File: config.mk
export PLATFORM = sky130hd
export DESIGN_NAME = tlul_peri_responder
export DESIGN_NICKNAME = d
export VERILOG_FILES = /design/src/rtl/tlul_peri_responder.sv
export SDC_FILE = /design/constraint.sdc
export NUM_CORES = 1
export LEC_CHECK = 0
export ABC_AREA = 0
export BUFFER_PORTS_ARGS = -buffer_cell sky130_fd_sc_hd__buf_2
export CAP_MARGIN = 20
export CORE_ASPECT_RATIO = 1.2
export CORE_MARGIN = 5
export CORE_UTILIZATION = 50
export DETAILED_ROUTE_END_ITERATION = 16
export PLACE_DENSITY = 0.93
export SYNTH_ARGS = -nofsm -noshare
export SYNTH_HDL_FRONTEND = slang
export SYNTH_SLANG_ARGS = --single-unit
File: constraint.sdc
create_clock -name clk_i -period 2.9 [get_ports clk_i]
set_clock_uncertainty 0.1 [all_clocks]
set_input_delay 0.145 -clock clk_i [delete_from_list [all_inputs] [get_ports clk_i]]
set_output_delay 0.145 -clock clk_i [all_outputs]
set_load 0.02 [all_outputs]
File: src/rtl/tlul_peri_responder.sv
// TL-UL device endpoint: each request becomes one register strobe and one D response.
// Strobe at N+1, d_valid at N+2 plus busy cycles; a_ready low outside IDLE, D fields held until d_ready.
package tlul_pkg;

  localparam logic [2:0] PutFullData    = 3'h0;
  localparam logic [2:0] PutPartialData = 3'h1;
  localparam logic [2:0] Get            = 3'h4;
  localparam logic [2:0] AccessAck      = 3'h0;
  localparam logic [2:0] AccessAckData  = 3'h1;

  localparam logic [15:0] TlUserDefault = 16'h0000;

  typedef struct packed {
    logic        a_valid;
    logic [2:0]  a_opcode;
    logic [2:0]  a_param;
    logic [1:0]  a_size;
    logic [7:0]  a_source;
    logic [31:0] a_address;
    logic [3:0]  a_mask;
    logic [31:0] a_data;
    logic [15:0] a_user;
    logic        d_ready;
  } tl_h2d_t;

  typedef struct packed {
    logic        d_valid;
    logic [2:0]  d_opcode;
    logic [2:0]  d_param;
    logic [1:0]  d_size;
    logic [7:0]  d_source;
    logic        d_sink;
    logic [31:0] d_data;
    logic [15:0] d_user;
    logic        d_error;
    logic        a_ready;
  } tl_d2h_t;

endpackage

module tlul_peri_responder #(
  parameter int AW            = 12,
  parameter int TimeoutCycles = 255
) (
  input  logic              clk_i,
  input  logic              rst_ni,
  input  tlul_pkg::tl_h2d_t tl_i,
  output tlul_pkg::tl_d2h_t tl_o,
  output logic              re_o,
  output logic              we_o,
  output logic [AW-1:0]     addr_o,
  output logic [31:0]       wdata_o,
  output logic [3:0]        be_o,
  input  logic              busy_i,
  input  logic [31:0]       rdata_i,
  input  logic              error_i
);
  import tlul_pkg::*;

  typedef enum logic [1:0] {IDLE, ACCESS, RESP} state_e;

  // Busy cycle on which the counter would reach TimeoutCycles.
  localparam logic [15:0] TmoLast = 16'(TimeoutCycles - 1);

  state_e      state_q;
  logic        is_get_q;
  logic [15:0] tmo_cnt_q;
  logic        d_valid_q;
  logic        d_error_q;
  logic [2:0]  d_opcode_q;
  logic [1:0]  d_size_q;
  logic [7:0]  d_source_q;
  logic [31:0] d_data_q;

  logic        a_get;
  logic [3:0]  lanes;
  logic        misaligned;
  logic        proto_err;
  logic        unused_tl;

  assign unused_tl = ^{tl_i.a_param, tl_i.a_user, tl_i.a_address[31:AW]};

  assign a_get = (tl_i.a_opcode == Get);

  always_comb begin
    lanes = 4'b0000;
    case (tl_i.a_size)
      2'd0:    lanes = 4'b0001 << tl_i.a_address[1:0];
      2'd1:    lanes = 4'b0011 << tl_i.a_address[1:0];
      2'd2:    lanes = 4'b1111;
      default: lanes = 4'b0000;
    endcase
  end

  assign misaligned = ((tl_i.a_size == 2'd1) && tl_i.a_address[0]) ||
                      ((tl_i.a_size == 2'd2) && (tl_i.a_address[1:0] != 2'b00));

  assign proto_err = !((tl_i.a_opcode == PutFullData) || (tl_i.a_opcode == PutPartialData) || a_get)
                   || (tl_i.a_size == 2'd3)
                   || misaligned
                   || ((tl_i.a_mask & ~lanes) != 4'b0000)
                   || ((tl_i.a_opcode == PutFullData) && (tl_i.a_mask != lanes));

  always_ff @(posedge clk_i or negedge rst_ni) begin
    if (!rst_ni) begin
      state_q    <= IDLE;
      is_get_q   <= 1'b0;
      tmo_cnt_q  <= '0;
      re_o       <= 1'b0;
      we_o       <= 1'b0;
      addr_o     <= '0;
      wdata_o    <= '0;
      be_o       <= '0;
      d_valid_q  <= 1'b0;
      d_error_q  <= 1'b0;
      d_opcode_q <= AccessAck;
      d_size_q   <= '0;
      d_source_q <= '0;
      d_data_q   <= '0;
    end else begin
      case (state_q)
        IDLE: begin
          if (tl_i.a_valid) begin
            is_get_q   <= a_get;
            d_opcode_q <= a_get ? AccessAckData : AccessAck;
            d_size_q   <= tl_i.a_size;
            d_source_q <= tl_i.a_source;
            addr_o     <= {tl_i.a_address[AW-1:2], 2'b00};
            wdata_o    <= tl_i.a_data;
            be_o       <= tl_i.a_mask;
            tmo_cnt_q  <= '0;
            if (proto_err) begin
              state_q   <= RESP;
              d_valid_q <= 1'b1;
              d_error_q <= 1'b1;
              d_data_q  <= {32{a_get}};
            end else begin
              state_q <= ACCESS;
              re_o    <= a_get;
              we_o    <= !a_get;
            end
          end
        end
        ACCESS: begin
          if (!busy_i) begin
            re_o      <= 1'b0;
            we_o      <= 1'b0;
            state_q   <= RESP;
            d_valid_q <= 1'b1;
            d_error_q <= error_i;
            d_data_q  <= !is_get_q ? 32'h0 : (error_i ? 32'hFFFF_FFFF : rdata_i);
          end else if (tmo_cnt_q == TmoLast) begin
            re_o      <= 1'b0;
            we_o      <= 1'b0;
            tmo_cnt_q <= tmo_cnt_q + 16'd1;
            state_q   <= RESP;
            d_valid_q <= 1'b1;
            d_error_q <= 1'b1;
            d_data_q  <= {32{is_get_q}};
          end else begin
            tmo_cnt_q <= tmo_cnt_q + 16'd1;
          end
        end
        RESP: begin
          if (tl_i.d_ready) begin
            d_valid_q <= 1'b0;
            d_error_q <= 1'b0;
            state_q   <= IDLE;
          end
        end
        default: state_q <= IDLE;
      endcase
    end
  end

  always_comb begin
    tl_o          = '0;
    tl_o.d_valid  = d_valid_q;
    tl_o.d_opcode = d_opcode_q;
    tl_o.d_param  = 3'h0;
    tl_o.d_size   = d_size_q;
    tl_o.d_source = d_source_q;
    tl_o.d_sink   = 1'b0;
    tl_o.d_data   = d_data_q;
    tl_o.d_user   = TlUserDefault;
    tl_o.d_error  = d_error_q;
    tl_o.a_ready  = (state_q == IDLE);
  end

endmodule

---- Word level (Yosys, flattened, before mapping) ----
Index checks and enable logic that the tools add are counted.
Widths: inputs -> output; s select.
word-level totals
  input bits .............................. 138
  register bits ........................... 114
operators by class
  multiplexer cells ....................... 34
  bitwise gates (word level) .............. 2
  add/sub/neg operators ................... 1
  shifts and indexed selects .............. 2
  reduce and logical (&&, ||, !) cells .... 25
  equality and inequality tests ........... 15
operators with widths
  cell                   count
  $mux 32                6
  $pmux 32 s2            1
  $mux 16                2
  $pmux 16 s2            1
  $add 16x1->16 const B  1
  $eq 16x8->1 const B    1
  $mux 1                 13
  $pmux 4 s3             1
  $mux 2                 5
  $ne 2x2->1 const B     4
  $reduce_and 4->1       2
  $logic_or 1x1->1       7
  $eq 2x2->1 const B     3
  $pmux 1 s3             2
  $pmux 2 s3             1
  $reduce_and 3->1       2
  $reduce_and 5->1       1
  $and 4x4->4            1
  $eq 2x1->1 const B     2
  $logic_not 2->1        2
  $ne 4x4->1             1
  $not 4->4              1
  $pmux 1 s2             2
  $reduce_bool 2->1      2
  other kinds (12)       15

---- Logic depth before layout (Yosys ltp) ----
Gate-level depths: netlist of run 1.
  depth after elaboration ................. 11
  mapped depth ............................ 10

---- Least setup slack after synthesis of run 1 ----
Ideal clock, no wire load.
  path type ............................... input-to-reg
  from .................................... input tl_i[94] (netlist name)
  to ...................................... register d_data_q[0]
  cell stages on the path ................. 9
  setup time .............................. 125 ps
  slack ................................... 743 ps
  arrival ................................. 1932 ps
  buffers on the path ..................... 1
  path through ............................ nor2b_1 -> nor2_1 -> ha_1 -> nand4_1 -> and3b_2 -> nor4b_4 -> o22ai_4 -> buf_6 -> mux2_4
on the way
  cells in the longest elaborated chain, start to end .. 9
  elaborated cells on any way between the ends .. 19
  those cells by class .................... eq/ne: 5; mux: 1; bitwise: 2; reduce/logical: 11
ends and longest elaborated chain
  item                                   line    source
  from (decl)                            47      input tlul_pkg::tl_h2d_t tl_i,
  $eq 2x2->1 (tied with other cells)     87, 96
  $pmux 4 s3                             87      case (tl_i.a_size)
  $not 4->4                              101     || ((tl_i.a_mask & ~lanes) != 4'b0000)
  $and 4x4->4                            101
  $reduce_bool 4->1                      101
  $logic_or 1x1->1                       101
  $logic_or 1x1->1 (*)                   102     || ((tl_i.a_opcode == PutFullData) && (tl_i.a_mask != lanes));
  $ne 2x1->1 (no source line) (*)        -
  $reduce_and 4->1 (no source line) (*)  -
  to (signal assigned)                   136     d_data_q <= {32{a_get}};
  to (signal assigned)                   151     d_data_q <= !is_get_q ? 32'h0 : (error_i ? 32'hFFFF_FFFF : rdata_i);
  to (signal assigned)                   159     d_data_q <= {32{is_get_q}};
  to (decl)                              73      logic [31:0] d_data_q;
Mark *: on every way between the ends. The rest lies on a longest branch, timed or not.
A chain may end at the register's enable or synchronous reset.

---- Worst setup path in the final report of run 1 ----
  from .................................... input tl_i[94] (netlist name)
  to ...................................... register d_data_q[2]
The elaborated chain is that of the path after synthesis.

==> flow_metrics.tcl, run 1 <==
set metrics [dict create \
    synthXorXnorAreaFrac_pct 2.165 \
    reg2reg_slack_ps 550 \
    cp_slowest_cell "dlygate4sd3_1" \
    synth_top_cell_area_share_pct 52.82 \
    core_area_mm2 0.01041 \
    fin_crit_ps 2685 \
    proportion_of_layout_cells_with_a_drive_suffix_above_1_pct 32.20 \
    rows 41 \
    detailedPlacementHpwl_mm 9.364 \
    cts-buffers-inserted 9 \
    critical_path_arrival_ps 2810 \
    synth-simple-area-share_pct 21.15 \
    final_net_count 934 \
    holdCritStartpoint "tl_i[101]" \
    clk_root_buffer_cell "clkbuf_16" \
    post_synthesis_adder_cell_area_fraction_pct 1.428 \
    slew_headroom_pct 53.00 \
    syn_to_final_growth_pct 35.24 \
    yosys.area.top_type "dfrtp_1" \
    design.portCount 256 \
    drt_iter0_markers 330 \
    cts_max_path_buffers 2 \
    regArea_mm2 0.002778 \
    critical_path.startpoint_type "input pin" \
    critical_path.max_fanout 20 \
    critical-path-top-delay-family "buffers and inverters" \
    hold_path.class "input pin to flip-flop" \
    dr.pass1.iters 4 \
    number_of_hold_violations_in_the_final_report 0 \
    setup_slack_ps 215.1 \
    path_cells "dlygate4sd3_1, buf_2, nor2b_1, nor2_1, ha_1, nand4_1, and3b_2, nor4b_4, o22ai_4, buf_4, mux2_4" \
    peakVddDrop_uv 343.0 \
    dieArea_mm2 0.01268 \
    routedWlPerCell_um 16.51 \
    power_density_mw_per_mm2 688.0 \
    total_negative_setup_slacks_ps 0 \
    r2r-start "tmo_cnt_q[10]$_DFFE_PN0P_" \
    placed_cells_incl_taps 850 \
    timing.final.crit_share_pct 92.58 \
    synthesis.area_per_instance_um2 9.492 \
    dieHeight_um 122.3 \
    most_common_cell_after_layout_fill_and_taps_aside "buf_2" \
    yosys-top-cells-area "dfrtp_1 (53%), nand2_1 (13%), mux2_4 (8.0%), o21ai_0 (3.9%), buf_4 (3.9%)" \
    status "finished, final reports clean" \
    preCtsSetupSlack_ps 324.2 \
    die-width_um 103.6 \
    clock.fmax_ghz 0.3725 \
    max-cap-violations 0 \
    multiInputGateArea_mm2 0.002217 \
    globalRouteTotalUtil_pct 24.01 \
    io_buffer_count 192 \
    power_leakage_nw 3.929 \
    antenna_violations_before_repair 0 \
    critical_path.startpoint "tl_i[94]" \
    clkSlewWorstSetupHoldPaths_ps 70 \
    cpPeakStageDelay_ps 550 \
    synthesis.area_mm2 0.005259 \
    clock_insertion_delay_worst_skew_ps 340 \
    synthCells 554 \
    tritoncts "built" \
    max_slew.worst_pin.slew_ps 699.6 \
    layout.filler_cells 715 \
    drc_errors 0 \
    synth_top_family_by_area "simple AND/OR/NAND/NOR gates" \
    path_class "input pin to flip-flop" \
    ys_seq_area_share_pct 52.82 \
    wire_length_of_the_first_global_routing_pass_mm 24.58 \
    hold-worst-slack_ps 20.16 \
    initial_core_util_pct 50.50 \
    worstPathRequired_ps 3020 \
    compound_cell_area_share_of_the_yosys_netlist_pct 5.520 \
    grt_overflow_total 0 \
    timing.final.max_slew_violations 0 \
    gpl.final_weighted_congestion 0.7878 \
    cp_num_buf_inv 3 \
    route.final.wire_length_mm 15.26 \
    synthMuxAreaShare_pct 10.02 \
    finalSetupViolCount 0 \
    postRouteAntennaNets 0 \
    layout.cells.most_common_list "buf_2 (191), nand2_1 (183), dfrtp_1 (111)" \
    grt_setup_unrepaired "no" \
    post_synth_num_cell_types 35 \
    clock-sinks 111 \
    cts_htree_levels 3 \
    layoutNonFillerInstCount 924 \
    end_kind "flip-flop" \
    vias 4703 \
    first_global_vias 4845 \
    grt_start_max_net_pins 83 \
    synth.yosys.warnings 0 \
    synth-seq-cells 111 \
    antennaDiodeCount 0 \
    via_cell_ratio 5.090 \
]
-- area by class of cell --
type                    instances  share of cell area [%]
well taps                     129                   2.270
multi-input cells             404                   31.18
clock inverters                 5                   1.073
repair buffers                258                   22.70
inverters                       6                  0.3167
clock buffers                  11                   3.413
flip-flops and latches        111                   39.06
-- tightest hold or removal path, cell delays in order --
cell	delay, ps
buf_2	130
nand3_1	80
a21oi_1	60
-- path summary, 6_finish.rpt --
path | depth (start not counted) | end
worst min-delay path | 3 | state_q[0]$_DFFE_PN0P_
worst max register to register | 5 | d_data_q[23]$_DFFE_PN0P_
worst max-delay path | 11 | d_data_q[2]$_DFFE_PN0P_
worst min register to register | 2 | d_size_q[1]$_DFFE_PN0P_
max in group asynchronous | 3 | state_q[0]$_DFFE_PN0P_
min in group asynchronous | 2 | addr_o[11]$_DFFE_PN0P_
-- synth_stat cells --
library cell,n
mux2_2,5
mux2_4,28
nor4b_4,1
nor4b_1,1
a211oi_1,2
buf_6,3
a21o_1,2
nor2_1,53
nor2b_1,2
xor2_1,12
buf_1,2
nand4_1,5
nor3_1,4
nor4_1,2
mux2i_1,5
a21oi_1,4
nand3_1,10
ha_1,6
and2_1,1
nand2_1,184
xnor2_1,1
inv_1,6
and4b_1,1
o21ai_0,41
and3_1,5
clkbuf_1,22
a41oi_1,1
o22ai_1,1
conb_1,1
or2_2,1
and3b_2,1
buf_2,2
dfrtp_1,111
buf_4,27
o22ai_4,1
-- state kept, by name, summed over array words and instances (netlist names) --
register,flops
d_valid_q,1
state_q,2
addr_o,10
d_error_q,1
wdata_o,32
d_data_q,32
is_get_q,1
d_size_q,2
tmo_cnt_q,16
we_o,1
re_o,1
be_o,4
d_source_q,8
-- per-stage QoR --
stage / instance area, um2 / power [W] / utilization (%)
floorplan: 5345 / 0.002995 / -
global placement: 6210 / 0.003464 / 59.63
detailed placement: 6210 / 0.003518 / 59.63
CTS: 7099 / 0.004874 / 68.17
global route: 7112 / 0.005130 / 68.29
finish: 7112 / 0.004893 / 68.29
-- timing repair --
| item | 4_1_cts | 5_1_grt |
|---|---|---|
| buffers inserted | 0 | 1 |
| resized for setup | 0 | 2 |
| hold buffers | 57 | 0 |
| hold endpoints to repair | 85 | 0 |
| endpoints found under the setup margin | 0 | 32 |
-- metal layers --
metal / GRT usage [%] / vias to the layer above / wire length (um)
met5: 0 / - / 0
met4: 9.188 / 0 / 325
met3: 6.575 / 25 / 1084
met2: 42.22 / 224 / 7959
met1: 28.02 / 2244 / 5890
li1: - / 2210 / -
-- cell families after synthesis --
logic type / after synthesis
muxes: 38
DFF: 111
buffers and inverters: 62
xor gates and xnor gates: 13
AOI/OAI and AO/OA: 52
and+or+nand+nor: 271
adders and majority gates: 6
other: 1
-- power by group --
group          leakage (nW)  switching (W)  internal (W)
Combinational          2.35       0.000991      0.000567
Sequential             1.43       0.000185       0.00186
Clock                 0.153       0.000576      0.000714
Note: power is estimated with default switching activity, not from simulation.
==> run 2: changes to the inputs <==
Settings changed: CORE_UTILIZATION 50 to 35, PLACE_DENSITY 0.93 to 0.71.
==> run 2 against run 1 <==
  * Worst setup slack lost 29 ps
  * Non-clock buffer count up 1
  * Total power decreased by 1.3%
  * Highest routed layer is now met5
  * Register-to-register slack better by 80 ps
  * Die area rose by 39%
  * Sequential cell count unchanged
  * Final area increased by 1.4%
  * Sequential share of layout area shrank 0.54 points
  * Clock power about the same
  * Combinational power about the same
  * Utilization fell by 20 points
  * Largest cell class unchanged
==> flow_metrics.tcl, run 2 (synthesis results as in run 1) <==
set metrics [dict create \
    status "finished, final reports clean" \
    design.portCount 256 \
    critical_path.startpoint_type "input pin" \
    max-cap-violations 0 \
    layout.filler_cells 1413 \
    worstPathRequired_ps 3030 \
    post-route-util_pct 48.41 \
    via_cell_ratio 4.550 \
    grt_start_max_net_pins 70 \
    number_of_hold_violations_in_the_final_report 0 \
    grt_setup_unrepaired "no" \
    cts_max_path_buffers 2 \
    cts_htree_levels 3 \
    cts-buffers-inserted 9 \
    clock-sinks 111 \
    routedWlPerCell_um 14.28 \
    initial_core_util_pct 35.30 \
    clk_root_buffer_cell "clkbuf_16" \
    gr-usage-met2_pct 27.71 \
    proportion_of_layout_cells_with_a_drive_suffix_above_1_pct 32.16 \
    syn_to_final_growth_pct 37.14 \
    route.final.wire_length_mm 14.29 \
    finalSetupViolCount 0 \
    wire_length_of_the_first_global_routing_pass_mm 22.38 \
    gpl.final_weighted_congestion 0.7658 \
    timing.final.crit_share_pct 93.57 \
    grt_overflow_total 0 \
    peakVddDrop_uv 321.4 \
    hold_path.class "input pin to flip-flop" \
    most_common_cell_after_layout_fill_and_taps_aside "buf_2" \
    layout.cells.most_common_list "buf_2 (191), nand2_1 (183), dfrtp_1 (111)" \
    detailedPlacementHpwl_mm 9.763 \
    grt_util_met1_pct 18.60 \
    die-width_um 121.9 \
    path_class "input pin to flip-flop" \
    first_global_vias 4535 \
    fin_crit_ps 2713 \
    clock.fmax_ghz 0.3685 \
    antenna_violations_before_repair 1 \
    clkSlewWorstSetupHoldPaths_ps 70 \
    postRouteAntennaNets 0 \
    final_net_count 935 \
    global_route.peak_usage_layer "met2" \
    grt_use_met3_pct 3.834 \
    dr.pass1.iters 4 \
    end_kind "flip-flop" \
    clock_insertion_delay_worst_skew_ps 350 \
    dieHeight_um 144.3 \
    drc_errors 0 \
    tritoncts "built" \
    critical_path.max_fanout 19 \
    globalRouteTotalUtil_pct 16.01 \
    rows 49 \
    critical_path_arrival_ps 2850 \
    biggest_regs "d_data_q: 32 flops, wdata_o: 32 flops, tmo_cnt_q: 16 flops" \
    vias 4555 \
    power_density_mw_per_mm2 669.6 \
    slew_headroom_pct 53.07 \
    total_negative_setup_slacks_ps 0 \
    post_cts_resize_count 0 \
    timing.final.max_slew_violations 0 \
    max_slew.worst_pin.slew_ps 698.6 \
    io_buffer_count 192 \
    core_area_mm2 0.01490 \
    dieArea_mm2 0.01759 \
    power_leakage_nw 3.928 \
    drt_iter0_markers 212 \
]
run 2: cell types whose count changed in the layout (fill, tap and decap cells not counted):
cell,change
diode_2,+1
nor3_1,+1
nor3_2,-1
inv_6,+1
inv_8,-1
clkinvlp_4,+1
o21ai_1,-1
o21ai_0,+1
buf_12,+1
clkinv_8,-1
run 2: power by group:
group,total [W],switching (W),internal (W)
Clock,0.00127,0.000569,0.000704
Sequential,0.00203,0.000167,0.00186
Combinational,0.00153,0.000960,0.000571
run 2: worst paths after layout:
check	startpoint	endpoint	slack (ps)	cells after the start
max	tl_i[94]	d_data_q[4]$_DFFE_PN0P_	190	11
min	busy_i	tmo_cnt_q[0]$_DFFE_PN0P_	30	3
max reg2reg	tmo_cnt_q[0]$_DFFE_PN0P_	d_data_q[26]$_DFFE_PN0P_	630	7
min reg2reg	addr_o[8]$_DFFE_PN0P_	addr_o[8]$_DFFE_PN0P_	370	2
max in group asynchronous	rst_ni	d_source_q[5]$_DFFE_PN0P_	1830	3
min in group asynchronous	rst_ni	tmo_cnt_q[4]$_DFFE_PN0P_	210	2
run 2: per-layer routing:
| layer | wire length [um] | share of wire [%] | vias to the layer above |
|---|---|---|---|
| li1 | - | - | 2208 |
| met1 | 5583 | 39 | 2160 |
| met2 | 7221 | 51 | 155 |
| met3 | 1033 | 7.2 | 30 |
| met4 | 447 | 3.1 | 2 |
| met5 | 8 | 0.056 | - |
run 2: area by class of cell:
cell class                 count  area [um2]  share of cell area [%]
antenna                        1       2.502                 0.03470
clock buffer                  11       242.7                   3.366
clock inverter                 5       65.06                  0.9022
inverter                       6       22.52                  0.3123
multi-input combinational    404        2212                   30.67
sequential                   111        2778                   38.51
tap                          204       255.2                   3.539
timing repair buffer         259        1634                   22.66
run 2: stage by stage:
step	hold WS [ps]	std cells	power, W	worst slack (ps)	cell area (um2)
floorplan	-250.6	577	0.002995	742.7	5345
global placement	55.96	926	0.003496	291.5	6324
detailed placement	54.85	926	0.003534	255.7	6324
CTS	14.95	999	0.004892	81.90	7202
global route	31.62	1000	0.005116	49.48	7209
finish	32.69	1001	0.004829	186.5	7212
run 2: timing repair:
action,CTS,global route
hold buffers,57,0
setup endpoints to repair,0,30
setup buffers,0,1
endpoints found under the hold margin,90,0
run 2: critical path: stages:
cell	delay [ps]
dlygate4sd3_1	530
buf_2	180
nor2b_1	210
nor2_1	70
ha_1	280
nand4_1	100
and3b_2	220
nor4b_4	380
o22ai_4	130
buf_4	260
mux2_4	330
==> run 3: changes to the inputs <==
Settings changed: CORE_ASPECT_RATIO 1.2 to default.
==> run 3 against run 2 <==
  * Via count decreased by 1.1%
  * Worst setup slack got worse by 29 ps
  * Non-clock buffer count decreased by 5
  * Register-to-register slack improved by 20 ps
  * Largest cell class unchanged
  * Highest routed layer is now met4
==> flow_metrics.tcl, run 3 (synthesis results as in run 1) <==
set metrics [dict create \
    drt_iter0_markers 176 \
    number_of_hold_violations_in_the_final_report 0 \
    clock_insertion_delay_worst_skew_ps 350 \
    dr.pass1.iters 4 \
    syn_to_final_growth_pct 35.83 \
    cts_hold_repair.buffers 57 \
    max_slew.worst_pin.slew_ps 873.1 \
    core_area_mm2 0.01464 \
    route.final.wire_length_mm 14.15 \
    clock-sinks 111 \
    die-width_um 132.6 \
    rows 44 \
    proportion_of_layout_cells_with_a_drive_suffix_above_1_pct 31.86 \
    initial_core_util_pct 35.91 \
    grt_setup_unrepaired "no" \
    multiInputGateArea_mm2 0.002212 \
    antennaDiodeCount 0 \
    cts_max_path_buffers 2 \
    io_buffer_count 192 \
    antenna_violations_before_repair 0 \
    slew_headroom_pct 41.65 \
    peakVddDrop_uv 336.5 \
    grt_start_max_net_pins 70 \
    layout.filler_cells 1342 \
    final_net_count 930 \
    critical_path_arrival_ps 2880 \
    vias 4504 \
    wire_length_of_the_first_global_routing_pass_mm 23.43 \
    hold-worst-slack_ps 16.22 \
    routedWlPerCell_um 14.51 \
    clk_root_buffer_cell "clkbuf_16" \
    dieArea_mm2 0.01758 \
    design.portCount 256 \
    gpl.final_weighted_congestion 0.7767 \
    end_kind "flip-flop" \
    post_cts_resize_count 0 \
    cts-buffers-inserted 9 \
    power_leakage_nw 3.905 \
    clock.fmax_ghz 0.3646 \
    max-cap-violations 0 \
    setup_bufs_post_cts 0 \
    timing.final.max_slew_violations 0 \
    most_common_cell_after_layout_fill_and_taps_aside "buf_2" \
    critical_path.max_fanout 34 \
    globalRouteTotalUtil_pct 16.40 \
    hold_path.class "input pin to flip-flop" \
    power_density_mw_per_mm2 665.1 \
    path_class "input pin to flip-flop" \
    total_power_w 0.004751 \
    fin_crit_ps 2742 \
    grt_overflow_total 0 \
    via_cell_ratio 4.619 \
    tritoncts "built" \
    timing.final.crit_share_pct 94.57 \
    dieHeight_um 132.6 \
    critical_path.startpoint_type "input pin" \
    drc_errors 0 \
    postRouteAntennaNets 0 \
    status "finished, final reports clean" \
    layout.cells.most_common_list "buf_2 (191), nand2_1 (183), dfrtp_1 (111)" \
    finalSetupViolCount 0 \
    detailedPlacementHpwl_mm 9.183 \
    clkSlewWorstSetupHoldPaths_ps 80 \
    regArea_mm2 0.002778 \
    cts_htree_levels 3 \
    first_global_vias 4587 \
    total_negative_setup_slacks_ps 0 \
    worstPathRequired_ps 3040 \
    biggest_regs "d_data_q: 32 flops, wdata_o: 32 flops, tmo_cnt_q: 16 flops" \
]
-- run 3: changes by cell type in the layout (fill, tap and decap cells not counted), sizes merged --
cell,before,now
clkinvlp,2,1
clkbuf,11,10
buf,202,197
clkinv,0,3
diode,1,0
bufinv,1,0
-- run 3: layout make-up --
cell class                      instances  area share [%]
Tap cell                              184           3.223
Clock inverter                          6          0.7357
Timing Repair Buffer                  254           22.53
Clock buffer                           10           3.346
Inverter                                6          0.3153
Multi-Input combinational cell        404           30.97
Sequential cell                       111           38.89
-- run 3: layer usage --
metal | global-route usage (%) | up-vias | wire [um]
met3 | 4.897 | 26 | 919
met1 | 20.13 | 2130 | 5975
met4 | 6.755 | 0 | 408
met2 | 27.03 | 152 | 6849
li1 | - | 2196 | -
met5 | 0 | - | 0
-- run 3: path summary, 6_finish.rpt --
| path | startpoint | to | slack (ps) | depth (start not counted) |
|---|---|---|---|---|
| worst min register to register | addr_o[8]$_DFFE_PN0P_ | addr_o[8]$_DFFE_PN0P_ | 370 | 2 |
| worst max-delay path | tl_i[94] | d_data_q[11]$_DFFE_PN0P_ | 160 | 11 |
| max in group asynchronous | rst_ni | d_valid_q$_DFFE_PN0P_ | 1660 | 3 |
| worst min-delay path | busy_i | tmo_cnt_q[1]$_DFFE_PN0P_ | 20 | 3 |
| min in group asynchronous | rst_ni | wdata_o[27]$_DFFE_PN0P_ | 260 | 2 |
| worst max register to register | tmo_cnt_q[0]$_DFFE_PN0P_ | we_o$_DFFE_PN0P_ | 650 | 7 |
-- run 3: report_power, final --
part           internal (W)  total (W)  switching [W]  leakage, nW
Combinational      0.000571    0.00152       0.000951         2.33
Sequential          0.00186    0.00202       0.000162         1.43
Clock              0.000621    0.00121       0.000587        0.142
-- run 3: metrics by stage --
stage	util (%)	cell area (um2)	worst slack [ps]	std cells
after CTS	48.78	7143	173.9	975
after global routing	48.78	7143	27.86	975
after global placement	42.89	6281	391.2	902
after floorplan	-	5345	742.7	577
after detailed placement	42.89	6281	349.7	902
final	48.78	7143	157.5	975
-- run 3: worst max-delay path: stages --
cell	delay, ps
dlygate4sd3_1	540
buf_2	170
nor2b_1	210
nor2_1	70
ha_1	270
nand4_1	90
and3b_2	220
nor4b_4	460
o22ai_4	140
buf_12	220
mux2_4	320
